**src/rtl/wb_arbiter2_if.sv**
```systemverilog
// wb_arbiter2_if: Wishbone bus bundle between two masters, the arbiter and one slave
interface wb_arbiter2_if;
  logic [63:0] m0adr_i, m1adr_i, sadr_o;
  logic [15:0] m0dat_i, m1dat_i, m0dat_o, m1dat_o, sdat_o, sdat_i;
  logic [1:0] m0sel_i, m1sel_i, ssel_o, gnt_o;
  logic m0we_i, m0stb_i, m0cyc_i, m0ack_o, m0err_o;
  logic m1we_i, m1stb_i, m1cyc_i, m1ack_o, m1err_o;
  logic swe_o, sstb_o, scyc_o, sack_i;
  modport slave (
    input m0adr_i, m0dat_i, m0we_i, m0sel_i, m0stb_i, m0cyc_i,
    input m1adr_i, m1dat_i, m1we_i, m1sel_i, m1stb_i, m1cyc_i,
    input sack_i, sdat_i,
    output m0ack_o, m0err_o, m0dat_o, m1ack_o, m1err_o, m1dat_o,
    output sadr_o, sdat_o, swe_o, ssel_o, sstb_o, scyc_o, gnt_o
  );
  modport master (
    output m0adr_i, m0dat_i, m0we_i, m0sel_i, m0stb_i, m0cyc_i,
    output m1adr_i, m1dat_i, m1we_i, m1sel_i, m1stb_i, m1cyc_i,
    output sack_i, sdat_i,
    input m0ack_o, m0err_o, m0dat_o, m1ack_o, m1err_o, m1dat_o,
    input sadr_o, sdat_o, swe_o, ssel_o, sstb_o, scyc_o, gnt_o
  );
endinterface

```
**src/rtl/wb_arbiter2.sv**
```systemverilog
// wb_arbiter2: two-master Wishbone arbiter with CYC-framed round-robin grant and ACK watchdog
module wb_arbiter2 #(
  parameter int TIMEOUT = 255,
  parameter int CNTW = 16
) (
  input logic clk_i,
  input logic reset_i,
  wb_arbiter2_if.slave bus
);
  typedef enum logic [1:0] {IDLE, G0, G1} state_t;
  state_t r_state, w_next;
  logic r_last, r_err0, r_err1;
  logic [CNTW-1:0] r_cnt;
  logic w_g0, w_g1, w_stb, w_hold, w_hit;
  always_comb begin
    w_g0 = r_state == G0;
    w_g1 = r_state == G1;
    w_next = w_g0 ? (bus.m0cyc_i ? G0 : bus.m1cyc_i ? G1 : IDLE)
           : w_g1 ? (bus.m1cyc_i ? G1 : bus.m0cyc_i ? G0 : IDLE)
           : (bus.m0cyc_i && bus.m1cyc_i) ? (r_last ? G0 : G1)
           : bus.m0cyc_i ? G0 : bus.m1cyc_i ? G1 : IDLE;
    bus.sadr_o = w_g0 ? bus.m0adr_i : w_g1 ? bus.m1adr_i : '0;
    bus.sdat_o = w_g0 ? bus.m0dat_i : w_g1 ? bus.m1dat_i : '0;
    bus.swe_o = w_g0 ? bus.m0we_i : w_g1 && bus.m1we_i;
    bus.ssel_o = w_g0 ? bus.m0sel_i : w_g1 ? bus.m1sel_i : '0;
    bus.sstb_o = w_g0 ? bus.m0stb_i : w_g1 && bus.m1stb_i;
    bus.scyc_o = w_g0 ? bus.m0cyc_i : w_g1 && bus.m1cyc_i;
    bus.gnt_o = {w_g1, w_g0};
    bus.m0ack_o = w_g0 && bus.sack_i;
    bus.m1ack_o = w_g1 && bus.sack_i;
    bus.m0dat_o = bus.sdat_i;
    bus.m1dat_o = bus.sdat_i;
    bus.m0err_o = r_err0;
    bus.m1err_o = r_err1;
    w_stb = bus.sstb_o;
    // a stall only counts while the grant is kept; leaving Gn clears the watchdog
    w_hold = (w_g0 || w_g1) && w_next == r_state && w_stb && !bus.sack_i;
    w_hit = w_hold && r_cnt == CNTW'(TIMEOUT - 1);
  end
  always_ff @(posedge clk_i) begin
    if (!reset_i) begin
      r_state <= IDLE;
      r_last <= 1'b1;
      r_cnt <= '0;
      r_err0 <= 1'b0;
      r_err1 <= 1'b0;
    end else begin
      r_state <= w_next;
      r_last <= w_g1 ? 1'b1 : w_g0 ? 1'b0 : r_last;
      r_cnt <= (w_hold && !w_hit) ? r_cnt + 1'b1 : '0;
      r_err0 <= w_hit && w_g0;
      r_err1 <= w_hit && w_g1;
    end
  end
endmodule

```
**src/flat_wrapper.sv**
```systemverilog
// flat-port wrapper written by rule: the top's interface ports become plain ports
module wb_arbiter2_flat 
#(
  parameter int TIMEOUT = 255,
  parameter int CNTW = 16
)
  (clk_i, reset_i, bus_m0adr_i, bus_m0dat_i, bus_m0we_i, bus_m0sel_i, bus_m0stb_i, bus_m0cyc_i, bus_m1adr_i, bus_m1dat_i, bus_m1we_i, bus_m1sel_i, bus_m1stb_i, bus_m1cyc_i, bus_sack_i, bus_sdat_i, bus_m0ack_o, bus_m0err_o, bus_m0dat_o, bus_m1ack_o, bus_m1err_o, bus_m1dat_o, bus_sadr_o, bus_sdat_o, bus_swe_o, bus_ssel_o, bus_sstb_o, bus_scyc_o, bus_gnt_o);
  wb_arbiter2_if bus_i ();
  input logic clk_i;
  input logic reset_i;
  input wire logic [$bits(bus_i.m0adr_i)-1:0] bus_m0adr_i;
  input wire logic [$bits(bus_i.m0dat_i)-1:0] bus_m0dat_i;
  input wire logic [$bits(bus_i.m0we_i)-1:0] bus_m0we_i;
  input wire logic [$bits(bus_i.m0sel_i)-1:0] bus_m0sel_i;
  input wire logic [$bits(bus_i.m0stb_i)-1:0] bus_m0stb_i;
  input wire logic [$bits(bus_i.m0cyc_i)-1:0] bus_m0cyc_i;
  input wire logic [$bits(bus_i.m1adr_i)-1:0] bus_m1adr_i;
  input wire logic [$bits(bus_i.m1dat_i)-1:0] bus_m1dat_i;
  input wire logic [$bits(bus_i.m1we_i)-1:0] bus_m1we_i;
  input wire logic [$bits(bus_i.m1sel_i)-1:0] bus_m1sel_i;
  input wire logic [$bits(bus_i.m1stb_i)-1:0] bus_m1stb_i;
  input wire logic [$bits(bus_i.m1cyc_i)-1:0] bus_m1cyc_i;
  input wire logic [$bits(bus_i.sack_i)-1:0] bus_sack_i;
  input wire logic [$bits(bus_i.sdat_i)-1:0] bus_sdat_i;
  output wire logic [$bits(bus_i.m0ack_o)-1:0] bus_m0ack_o;
  output wire logic [$bits(bus_i.m0err_o)-1:0] bus_m0err_o;
  output wire logic [$bits(bus_i.m0dat_o)-1:0] bus_m0dat_o;
  output wire logic [$bits(bus_i.m1ack_o)-1:0] bus_m1ack_o;
  output wire logic [$bits(bus_i.m1err_o)-1:0] bus_m1err_o;
  output wire logic [$bits(bus_i.m1dat_o)-1:0] bus_m1dat_o;
  output wire logic [$bits(bus_i.sadr_o)-1:0] bus_sadr_o;
  output wire logic [$bits(bus_i.sdat_o)-1:0] bus_sdat_o;
  output wire logic [$bits(bus_i.swe_o)-1:0] bus_swe_o;
  output wire logic [$bits(bus_i.ssel_o)-1:0] bus_ssel_o;
  output wire logic [$bits(bus_i.sstb_o)-1:0] bus_sstb_o;
  output wire logic [$bits(bus_i.scyc_o)-1:0] bus_scyc_o;
  output wire logic [$bits(bus_i.gnt_o)-1:0] bus_gnt_o;
  assign bus_i.m0adr_i = bus_m0adr_i;
  assign bus_i.m0dat_i = bus_m0dat_i;
  assign bus_i.m0we_i = bus_m0we_i;
  assign bus_i.m0sel_i = bus_m0sel_i;
  assign bus_i.m0stb_i = bus_m0stb_i;
  assign bus_i.m0cyc_i = bus_m0cyc_i;
  assign bus_i.m1adr_i = bus_m1adr_i;
  assign bus_i.m1dat_i = bus_m1dat_i;
  assign bus_i.m1we_i = bus_m1we_i;
  assign bus_i.m1sel_i = bus_m1sel_i;
  assign bus_i.m1stb_i = bus_m1stb_i;
  assign bus_i.m1cyc_i = bus_m1cyc_i;
  assign bus_i.sack_i = bus_sack_i;
  assign bus_i.sdat_i = bus_sdat_i;
  assign bus_m0ack_o = bus_i.m0ack_o;
  assign bus_m0err_o = bus_i.m0err_o;
  assign bus_m0dat_o = bus_i.m0dat_o;
  assign bus_m1ack_o = bus_i.m1ack_o;
  assign bus_m1err_o = bus_i.m1err_o;
  assign bus_m1dat_o = bus_i.m1dat_o;
  assign bus_sadr_o = bus_i.sadr_o;
  assign bus_sdat_o = bus_i.sdat_o;
  assign bus_swe_o = bus_i.swe_o;
  assign bus_ssel_o = bus_i.ssel_o;
  assign bus_sstb_o = bus_i.sstb_o;
  assign bus_scyc_o = bus_i.scyc_o;
  assign bus_gnt_o = bus_i.gnt_o;
  wb_arbiter2 #(.TIMEOUT(TIMEOUT), .CNTW(CNTW)) u_core (.clk_i(clk_i), .reset_i(reset_i), .bus(bus_i));
endmodule
```
**config.mk**
```make
export PLATFORM = sky130hd
export DESIGN_NAME = wb_arbiter2_flat
export DESIGN_NICKNAME = d
export VERILOG_FILES = /design/src/rtl/wb_arbiter2_if.sv /design/src/rtl/wb_arbiter2.sv /design/src/flat_wrapper.sv
export SDC_FILE = /design/constraint.sdc
export NUM_CORES = 1
export LEC_CHECK = 0
export BUFFER_PORTS_ARGS = -buffer_cell sky130_fd_sc_hd__buf_4
export CAP_MARGIN = 20
export CORE_AREA = 2 2 120 122
export CTS_BUF_LIST = sky130_fd_sc_hd__clkbuf_4
export CTS_CLUSTER_SIZE = 30
export DETAILED_ROUTE_END_ITERATION = 8
export DIE_AREA = 0 0 122 124
export PLACE_DENSITY = 0.56
export SLEW_MARGIN = 20
export SYNTH_ARGS = -nofsm -noshare
export SYNTH_HDL_FRONTEND = slang
export SYNTH_SLANG_ARGS = --single-unit
```
**constraint.sdc**
```tcl
create_clock -name clk_i -period 2.1 [get_ports clk_i]
set_input_delay 0.315 -clock clk_i [delete_from_list [all_inputs] [get_ports clk_i]]
set_output_delay 0.315 -clock clk_i [all_outputs]
set_load 0.05 [all_outputs]
```
==> After elaboration in Yosys (flattened, before gate mapping) <==
Index checks and enable logic that the tools add are counted.
W data, S select, Z words.
{ "word_totals": {"reg_bits": 21, "latchBits": 0, "ram_bits": 0, "romBits": 0, "input_bits": 189, "out_inout_bits": 123, "word_cells": 46, "mem_count": 0} }
{ "op_classes": {"n_addsub": 1, "multipliers": 0, "div_mod_pow": 0, "order_cmp": 0, "n_eq_ne": 4, "shifts": 0, "muxes": 17, "bitwise_logic": 1, "n_reduce_logical": 18} }
{ "op_table": {"columns": ["operator", "n"], "rows": [
  ["$mux W64", 2],
  ["$mux W16", 2],
  ["$mux W2", 9],
  ["$add A16 B1 Y16 const B", 1],
  ["$eq A16 B8 Y1 const B", 1],
  ["$logic_and A1 B1 Y1", 13],
  ["$mux W1", 4],
  ["$eq A2 B1 Y1 const B", 1],
  ["$eq A2 B2 Y1", 1],
  ["$eq A2 B2 Y1 const B", 1],
  ["$logic_not A1 Y1", 2],
  ["$reduce_and A2 Y1", 1],
  ["$reduce_or A2 Y1", 1],
  ["$logic_or A1 B1 Y1", 1],
  ["$not A1 Y1", 1]
]} }

==> Logic depth before layout (Yosys ltp) <==
{ "depth": {"word_depth": 13, "depth_mapped": 8, "ltp_nobuf": 6} }

==> Worst setup path before layout <==
Ideal clock, no wire load.
{ "synth_timing": {"path_type": "register to register", "start": "register u_core.r_state[1]", "end": "register u_core.r_cnt[2]", "setup_time_ps": 78, "arrival_ps": 2303, "t_required_ps": 2022, "slack_ps": -281, "path_stages_with_launch": 8, "path_buffers": 2, "synth_period_minus_slack_ps": 2381, "cell_sequence": "dfxtp_1 -> inv_1 -> ha_1 -> buf_6 -> o21ai_1 -> nand3_1 -> buf_4 -> nor3_1"} }
{ "synth_between": {"word_cells_on_any_way": 15, "classes_between": "3 x eq/ne; 3 x mux; 9 x reduce/logical"} }
{ "synth_lines": {"columns": ["item", "line", "source"], "rows": [
  ["start: declaration", "wb_arbiter2.sv:11", "state_t r_state, w_next;"],
  ["start signal: assignment", "wb_arbiter2.sv:48", "r_state <= w_next;"],
  ["$eq A2 B1 Y1 *", "wb_arbiter2.sv:16", "w_g0 = r_state == G0;"],
  ["via u_core.w_g0", "wb_arbiter2.sv:14", "logic w_g0, w_g1, w_stb, w_hold, w_hit;"],
  ["$mux W1 *", "wb_arbiter2.sv:26", "bus.sstb_o = w_g0 ? bus.m0stb_i : w_g1 && bus.m1stb_i;"],
  ["via bus_sstb_o", "flat_wrapper.sv:35", "output wire logic [$bits(bus_i.sstb_o)-1:0] bus_sstb_o;"],
  ["$logic_and A1 B1 Y1 * (2 in series)", "wb_arbiter2.sv:37", "w_hold = (w_g0 || w_g1) && w_next == r_state && w_stb && !bus.sack_i;"],
  ["$logic_and A1 B1 Y1", "wb_arbiter2.sv:38", "w_hit = w_hold && r_cnt == CNTW'(TIMEOUT - 1);"],
  ["$logic_not A1 Y1", "wb_arbiter2.sv:50", "r_cnt <= (w_hold && !w_hit) ? r_cnt + 1'b1 : '0;"],
  ["$logic_and A1 B1 Y1 *", "wb_arbiter2.sv:50", null],
  ["$reduce_and A2 Y1 (no line) *", null, null],
  ["end signal: assignment", "wb_arbiter2.sv:50", null],
  ["end: declaration", "wb_arbiter2.sv:13", "logic [CNTW-1:0] r_cnt;"]
]} }
The timed path passes the listed nets; every way through them passes the cells marked *.
A chain may end at the register's enable or synchronous reset.

==> Worst setup path after layout <==
{ "layout_timing": {"start": "register u_core.r_state[0]", "end": "output bus_sadr_o[49]"} }
{ "layout_between": {"elab_chain_cells": 3, "word_cells_on_any_way": 4, "classes_between": "2 x eq/ne; 2 x mux"} }
{ "layout_rtl": {"columns": ["item", "line", "source"], "rows": [
  ["$eq A2 B2 Y1", "wb_arbiter2.sv:17", "w_g1 = r_state == G1;"],
  ["$mux W64", "wb_arbiter2.sv:22", "bus.sadr_o = w_g0 ? bus.m0adr_i : w_g1 ? bus.m1adr_i : '0;"],
  ["$mux W64 *", "wb_arbiter2.sv:22", null],
  ["end: declaration", "flat_wrapper.sv:31", "output wire logic [$bits(bus_i.sadr_o)-1:0] bus_sadr_o;"]
]} }
Every way passes the cells marked *; elsewhere a longest branch is shown, timed or not.

==> impl_results.rst <==
.. list-table::
   :header-rows: 1

   * - Metric
     - Value
   * - Violation count after the first detailed-routing iteration
     - 101
   * - Syn Inst Count
     - 254
   * - Final instance area
     - 4750 um2
   * - Status
     - finished with violations
   * - Delay of the slowest critical-path stage
     - 370 ps
   * - PnR worst setup slack
     - -2.84 ps
   * - Number of buffers added on ports
     - 263
   * - Number of nets still failing antenna checks after routing
     - 0
   * - Critical path data arrival time
     - 1790 ps
   * - Total of max-cap violations
     - 0
   * - Sum of internal, switching and leakage power
     - 1.84 mW
   * - Final count of negative-setup-slack endpoints
     - 1
   * - Type of the worst min-delay path
     - primary input to register
   * - Seq cells post-synth
     - 21
   * - Die Span X
     - 122 um
   * - Number of antenna violations at the first check in global routing
     - 2
   * - Layout cell share with drive strength beyond 1
     - 66.3%
   * - H-tree Lvls
     - 1
   * - Clock tree from TritonCTS
     - built
   * - Post-route minimum period
     - 2100 ps
   * - Critical path buffers and inverters
     - 4
   * - Number of cells after detailed placement
     - 648
   * - Clock transition at path regs
     - 130 ps
   * - Site row count
     - 43
   * - Number of synthesized flops with an enable pin
     - 0
   * - Final clock skew
     - 4.11 ps
   * - Total vias in the final route
     - 2933
   * - Placed cell area
     - 4100 um2
   * - Largest vdd supply drop
     - 0.182 mV
   * - Distinct cell type count of the synthesized netlist
     - 32
   * - Setup repair after global routing missed its margin
     - true
   * - Clock insertion delay at the later pin of the skew report
     - 320 ps
   * - Total Routing Usage GR
     - 15.5%
   * - Final Hold Violating Endpoints
     - 0
   * - Post-DR wirelength/cell
     - 20.1 um
   * - Post-cts hold buffer count
     - 0
   * - Placeable core area
     - 13700 um2
   * - CTS sink count
     - 21
   * - Vias in the first global route
     - 2810
   * - Actual transition at the worst max-transition pin
     - 716 ps
   * - Number of detailed-route iterations in the first pass
     - 4
   * - Final max-slew violation count
     - 0
   * - Starting density of the core
     - 15.8%
   * - Global-route wire length before repair
     - 17300 um
   * - Category of the critical setup timing path
     - register to primary output
   * - Relative slew slack
     - 51.3%
   * - CTS Root Cell
     - clkbuf_4
   * - Die area
     - 15100 um2
   * - Summed negative setup slack over all endpoints
     - -2.84 ps
   * - Number of nets produced by synthesis
     - 447
   * - Slowest stage cell on the critical path
     - dfxtp_4
   * - TritonCTS buffer count
     - 3
   * - Cell leakage power
     - 2.18 nW
   * - Worst hold margin
     - 212 ps
   * - Count of fill cells added during filler insertion
     - 1447
   * - Synthesized area divided by synthesized cell count
     - 8.55 um2
   * - Nature of the critical path endpoint
     - primary output
   * - Worst Setup Start Kind
     - register
   * - Library cell appearing most often on the critical path
     - buf_6
   * - Worst-case register-to-register setup slack
     - 130 ps
   * - Maximum number of pins on one net before global-route repair
     - 49
   * - Total congestion overflow after global routing
     - 0
   * - Worst endpoint required time
     - 1780 ps
   * - Height of the die
     - 124 um
   * - Achievable clock frequency
     - 476 MHz
   * - Number of nets in the layout
     - 674
   * - Post-route insts no fill
     - 661
   * - DRC violation count after routing
     - 0
   * - Warnings, synthesis
     - 0
   * - Worst-path maximum fanout
     - 12
   * - Drt via density
     - 4.44
   * - Post-Route WL
     - 13300 um
   * - Global placer's final weighted congestion
     - 0.797
   * - Most common cell after layout, fill and taps aside
     - buf_4
   * - Seq/Total Area, Yosys
     - 19.4%
   * - Cell area after technology mapping
     - 2170 um2
   * - Fraction of registers with async set or reset after synthesis
     - 0%
   * - Total half-perimeter wirelength after legalization and detailed placement
     - 10600 um
   * - Gate family responsible for the most delay along the worst path
     - buffers and inverters
   * - Primary flip-flop cell chosen by synthesis mapping
     - dfxtp_1
   * - I/O pin count
     - 312
   * - Failing checks
     - negative setup slack
   * - Pwr per Cell Area
     - 389 nW/um2
   * - Maximum clock path buffer count
     - 2
   * - Fin crit share
     - 100%
   * - Synthesis-to-finish area growth
     - 119%
   * - Series of cell instances along the critical path
     - buf_6, ha_4, nor2_4, buf_12, buf_16, a22o_1, buf_6
   * - Commonest cells after routing, fill and taps aside
     - buf_4 (186), buf_6 (82), a22o_1 (69)
[layout make-up]
class                   count  area, um2  area share, %
repair buffers            277       2510           52.9
diodes                      1       2.50         0.0527
well taps                 180        225           4.75
clock buffers               4       30.0          0.633
multi-input cells         169       1510           31.9
inverters                   9       36.3          0.765
flip-flops and latches     21        428           9.02
[registers in the layout, summed over array words and instances (netlist names)]
register / count
u_core.bus.m0err_o: 1
u_core.r_last: 1
u_core.bus.m1err_o: 1
u_core.r_state: 2
u_core.r_cnt: 16
[report_power, final]
group | switching (mW) | internal (mW) | leakage, nW
clock network | 0.134 | 0.0873 | 0.0184
logic | 0.675 | 0.544 | 1.99
registers | 0.00345 | 0.401 | 0.171
total | 0.812 | 1.03 | 2.18
[cell families after synthesis]
family	synth area share (%)
muxes	1.04
and+or+nand+nor	18.0
buffers and inverters	18.2
adders and majority gates	2.31
xor gates and xnor gates	6.05
AOI/OAI and AO/OA	35.0
DFF	19.4
[repair_timing]
item / in CTS / in global routing
resized for setup: 83 / 34
buffers inserted: 5 / 0
pin swaps: 4 / 15
endpoints found under the setup margin: 84 / 80
cloned: 3 / 2
[metal layers]
layer	part of all wire [%]	wire length (um)	vias up	GRT usage, %
li1	-	-	1388	-
met1	40	5370	1378	19.9
met2	48	6370	155	24.4
met3	11	1450	10	6.82
met4	0.78	104	2	2.95
met5	0.12	16	-	0
[cell usage after synthesis, types with 2 or more instances]
| master | number | share of area [%] |
|---|---|---|
| a22o_1 | 83 | 33 |
| buf_4 | 35 | 12 |
| dfxtp_1 | 21 | 19 |
| nor3_1 | 13 | 3.0 |
| xnor2_1 | 13 | 5.2 |
| clkbuf_1 | 10 | 1.7 |
| nor3_2 | 10 | 4.6 |
| inv_1 | 9 | 1.6 |
| nor2_1 | 8 | 1.4 |
| buf_2 | 7 | 1.6 |
| nand2_1 | 7 | 1.2 |
| nand3_1 | 5 | 1.2 |
| nand4_1 | 5 | 1.4 |
| ha_1 | 4 | 2.3 |
| nor4_1 | 4 | 1.2 |
| and2_1 | 2 | 0.58 |
| buf_6 | 2 | 1.0 |
| xor2_1 | 2 | 0.81 |
[final timing paths]
kind / start / to / cells past startpoint
max: u_core.r_state[0] / bus_sadr_o[49] / 7
min reg2reg: u_core.r_last / u_core.r_last / 2
max reg2reg: u_core.r_state[0] / u_core.r_cnt[9] / 6
min: reset_i / u_core.r_last / 2
[stage by stage]
step | utilization, % | worst slack (ps)
detailed placement | 29.9 | 125
CTS | 33.6 | -49.4
finish | 34.6 | -2.84
global route | 34.6 | -43.8
global placement | 29.9 | 201
floorplan | - | 21.4
No activity file was read; power rests on OpenSTA's default activity.
